===== config.mk =====
export PLATFORM = sky130hd
export DESIGN_NAME = branch_unit
export DESIGN_NICKNAME = d
export VERILOG_FILES = /design/src/rtl/branch_unit.sv
export SDC_FILE = /design/constraint.sdc
export NUM_CORES = 1
export LEC_CHECK = 0
export CAP_MARGIN = 40
export CORE_MARGIN = 5
export CORE_UTILIZATION = 51
export DETAILED_ROUTE_END_ITERATION = 10
export GPL_TIMING_DRIVEN = 1
export PLACE_DENSITY = 0.79
export SLEW_MARGIN = 20
export SYNTH_ARGS = -nofsm -noshare
export SYNTH_HDL_FRONTEND = slang
export SYNTH_SLANG_ARGS = --single-unit

===== constraint.sdc =====
create_clock -name clk -period 3.5 [get_ports clk]
set_input_delay 0.7 -clock clk [delete_from_list [all_inputs] [get_ports clk]]
set_output_delay 0.7 -clock clk [all_outputs]
set_load 0.01 [all_outputs]

===== src/rtl/branch_unit.sv =====
// Branch unit: latches ALU status {V, N, Z}, resolves conditional branches through
// a three-state IDLE/EVAL/UPDATE sequence and owns the program counter.
module branch_unit #(
    parameter int PC_W  = 9,
    parameter int OFF_W = 8
) (
    input  logic             clk,
    input  logic             reset,
    input  logic             load_status,
    input  logic [2:0]       status_in,
    input  logic             br_valid,
    output logic             br_ready,
    input  logic [2:0]       br_cond,
    input  logic [OFF_W-1:0] br_offset,
    input  logic             pc_inc,
    output logic [PC_W-1:0]  pc,
    output logic [2:0]       status_q,
    output logic             taken,
    output logic             done,
    output logic             illegal
);

    typedef enum logic [1:0] {
        IDLE   = 2'd0,
        EVAL   = 2'd1,
        UPDATE = 2'd2
    } state_t;

    state_t           state, state_nxt;
    logic [2:0]       cond_q;
    logic [OFF_W-1:0] off_q;
    logic             taken_q, illegal_q;
    logic             accept;
    logic             cond_hit, cond_bad;
    logic [PC_W-1:0]  pc_nxt;
    logic [PC_W-1:0]  off_sext;

    logic stat_v, stat_n, stat_z;
    assign stat_v = status_q[2];
    assign stat_n = status_q[1];
    assign stat_z = status_q[0];

    // Reset forces the handshake closed even in the IDLE state.
    assign br_ready = (state == IDLE) && !reset;
    assign accept   = br_valid && br_ready;
    assign done     = (state == UPDATE) && !reset;
    assign taken    = done && taken_q;
    assign illegal  = done && illegal_q;
    assign off_sext = {{(PC_W-OFF_W){off_q[OFF_W-1]}}, off_q};

    // NOTE: every always_comb output gets a default first so no path leaves it
    // unassigned, which would otherwise infer a latch.
    always_comb begin
        cond_hit = 1'b0;
        cond_bad = 1'b0;
        unique case (cond_q)
            3'b000:  cond_hit = 1'b1;
            3'b001:  cond_hit = stat_z;
            3'b010:  cond_hit = !stat_z;
            3'b011:  cond_hit = stat_n ^ stat_v;
            3'b100:  cond_hit = (stat_n ^ stat_v) | stat_z;
            default: cond_bad = 1'b1;
        endcase
    end

    always_comb begin
        state_nxt = state;
        pc_nxt    = pc;
        unique case (state)
            IDLE: begin
                if (accept)
                    state_nxt = EVAL;
                else if (pc_inc)
                    pc_nxt = pc + PC_W'(1);
            end
            EVAL:   state_nxt = UPDATE;
            UPDATE: begin
                state_nxt = IDLE;
                pc_nxt    = pc + PC_W'(1) + (taken_q ? off_sext : '0);
            end
            default: state_nxt = IDLE;
        endcase
    end

    // NOTE: sequential state uses non-blocking assignments so every register
    // samples the pre-edge values regardless of statement order.
    always_ff @(posedge clk) begin
        if (reset) begin
            state     <= IDLE;
            pc        <= '0;
            status_q  <= '0;
            cond_q    <= '0;
            off_q     <= '0;
            taken_q   <= 1'b0;
            illegal_q <= 1'b0;
        end else begin
            state <= state_nxt;
            pc    <= pc_nxt;
            if (load_status)
                status_q <= status_in;
            if (accept) begin
                cond_q <= br_cond;
                off_q  <= br_offset;
            end
            // Result is frozen here so a status load during EVAL cannot affect it.
            if (state == EVAL) begin
                taken_q   <= cond_hit;
                illegal_q <= cond_bad;
            end
        end
    end

endmodule


==> key figures <==
Floorplanning
  • Die Y: slightly below 70 um
  • Die X: roughly 69 um
  • CORE AREA: 3340 um2
  • Ports: 35
  • Rows: 21
  • Initial Util: 52.9%
  • Total die area: 4740 um2

Logic synthesis
  • Mapped cell area: 1760 um2
  • FFs w/ async S/R, synth: 0%
  • Sequential-to-total area share from yosys stat: between 30% and 40%
  • Main synth FF type: dfxtp_1
  • Synth cell types: 53
  • Synth Warn #: 0
  • #FFs+latches synth: 27
  • Syn_nets: roughly 250
  • Cell count after synthesis: between 200 and 250
  • Synthesized area per cell: around 8.0 um2
  • Post-synth EDFFs: 0

Cells and area
  • Area occupied by multi-input gates: 1140 um2
  • Layout cells sized above 1: under 10%
  • Layout Area Growth over Synthesis: 22.1%
  • Post-route insts no fill: roughly 300
  • Most frequent cells in the layout: clkdlybuf4s50_1, nand2_1, dfxtp_1
  • Nets: roughly 280
  • Sequential cell area: 541 um2
  • N_diodes: 0
  • # fillers: approximately 330
  • Most common cell after layout, fill and taps aside: clkdlybuf4s50_1

Timing
  • Final slew viol count: 0
  • Final WS setup: about 700 ps
  • Skew final: 6.76 ps
  • Final hold vios: 0
  • Unrepaired setup endpoints after global routing: false
  • Final clock period utilization by the worst path: 79.9%
  • Max-slew headroom at the worst pin: 71.6%
  • Measured slew at the worst slew-check pin: around 430 ps
  • Fmax: between 300 and 400 MHz
  • Final Setup Violations: 0
  • Setup_tns: 0 ps
  • Minimum clock period: between 2000 and 3000 ps

Setup path
  • Most used cell, CP: ha_1
  • CP Launch Type: register
  • WP buf/inv: 0
  • Arrival time at the worst endpoint: between 3000 and 4000 ps
  • Family with the most delay on the worst path: simple AND/OR/NAND/NOR gates
  • CP Cell Sequence: ha_1 > and3_1 > nand3_1 > xnor2_1 > ha_1 > a21o_1 > a22oi_2 > o22ai_2 > or4_4 > a41oi_2
  • Nature of the critical path endpoint: register
  • Critical path's slowest cell: or4_4
  • CP Max Fanout: 6
  • CP required: 3760 ps
  • CP Class: register to register
  • Critical Path Max Stage Delay: ~520 ps

Global route
  • Total GRT Usage: 18.0%
  • Grt ovf: 0
  • First-pass GRT wire length: between 6 and 7 mm
  • Largest net degree at the start of global routing: 29
  • Vias in the first global route: between 1000 and 1500
  • Antenna violations before repair: 0

Clock tree
  • Longest Clk Path Bufs: 2
  • Cts-stage hold buffer count: 0
  • Clk_lat worst skew: about 320 ps
  • CTS Sinks: 27
  • Resized cells post-CTS: 0
  • CTS buffer count: 3
  • Clock slew at reported path FFs: around 140 ps
  • H-tree levels: 1
  • TritonCTS clock tree: done
  • Setup Buffers After CTS: 0
  • Root buffer cell: clkbuf_4

Pwr
  • P_leak: roughly 0.84 nW
  • Worst VDD drop: ~280 uV
  • Power per cell area: 278 nW/um2

Routing
  • Vias/cell: around 5.5
  • WL per Instance: roughly 14 um
  • Initial DRT Pass Iterations: 6
  • ANT nets after route: 0
  • Final wirelength: between 4 and 5 mm
  • Vias: roughly 1600
  • Initial DRC count: ~120
  • Residual DRC: 0

Placed design
  • Dpl ws: approximately 600 ps
  • Placed cells: 293
  • DP Wirelength: ~3.1 mm
  • PortBufs: 34
  • Placer's final routability congestion estimate: between 0.8 and 0.9

Run
  • Number of max-cap violations: 0

Min path
  • Worst Hold Class: register to register

Outcome
  • Status: complete, no violations
[synth_stat cells (2+ instances only)]
cell type,number,area [um2]
a211oi_1,4,30.0
a211oi_2,2,25.0
a21o_1,6,45.0
a21oi_1,21,105
and2_1,9,56.3
buf_2,3,15.0
buf_6,2,22.5
clkbuf_1,5,18.8
dfxtp_1,27,541
ha_1,9,113
inv_1,8,30.0
mux2i_1,3,30.0
nand2_1,30,113
nand2b_1,2,12.5
nand3_1,7,35.0
nand4_1,2,12.5
nor2_1,16,60.1
nor3_1,6,30.0
nor3b_1,3,22.5
o211ai_1,4,30.0
o21a_1,2,15.0
o21ai_0,8,40.0
o21ai_1,3,15.0
xnor2_1,5,43.8
xor2_1,5,43.8
[layer usage]
layer,track usage (%),vias to the layer above,part of all wire (%)
met3,3.40,4,3.9
li1,-,854,-
met1,23.1,726,47
met2,30.6,35,48
met4,5.11,0,0.98
met5,0,-,0
[final timing paths]
kind | cells after the start | from | endpoint | slack [ps]
worst max register to register | 10 | pc[0] | pc[8] | 700
worst min-delay path | 2 | off_q[2] | off_q[2] | 460
worst max-delay path | 10 | pc[0] | pc[8] | 700
worst min register to register | 2 | off_q[2] | off_q[2] | 460
[report_power, final]
part	total (mW)	internal [mW]	switching [mW]	leakage, nW
registers	0.339	0.322	0.0172	0.220
logic	0.126	0.0642	0.0616	0.609
clock network	0.134	0.0446	0.0895	0.0150
total	0.599	0.431	0.168	0.845
[state kept, by name, indices dropped and copies added, names as in the netlist]
signal and cells:
off_q 8, illegal_q 1, state 2, pc 9, status_q 3, cond_q 3
taken_q 1
[kinds of logic after synthesis]
logic type / count (synthesis) / synth area share [%]
mux: 3 / 1.70
simple gates: 86 / 24.4
flops: 27 / 30.6
xor+xnor: 10 / 4.96
buf+inv: 18 / 4.89
fa+ha+maj: 10 / 7.52
compound gates: 66 / 25.9
[worst register-to-register path: stages, from the launching register on]
cell and delay, ps:
dfxtp_1 450, ha_1 290, and3_1 270, nand3_1 110
xnor2_1 180, ha_1 260, a21o_1 190, a22oi_2 200
o22ai_2 120, or4_4 520, a41oi_2 130
[final cells by class]
cell class | instances | share of cell area (%)
Timing Repair Buffer | 37 | 16.8
Tap cell | 46 | 2.67
Clock buffer | 4 | 1.22
Sequential cell | 27 | 25.1
Inverter | 8 | 1.39
Multi-Input combinational cell | 175 | 52.8
[through the flow]
step	hold WS [ps]	utilization (%)	total power, mW	instance area, um2
2_1_floorplan	427	-	0.418	1760
3_3_place_gp	437	63.8	0.470	2130
3_5_place_dp	443	63.8	0.472	2130
4_1_cts	461	64.6	0.605	2150
5_1_grt	480	64.6	0.636	2150
6_report	458	64.6	0.599	2150
Note: power is estimated with default switching activity, not from simulation.
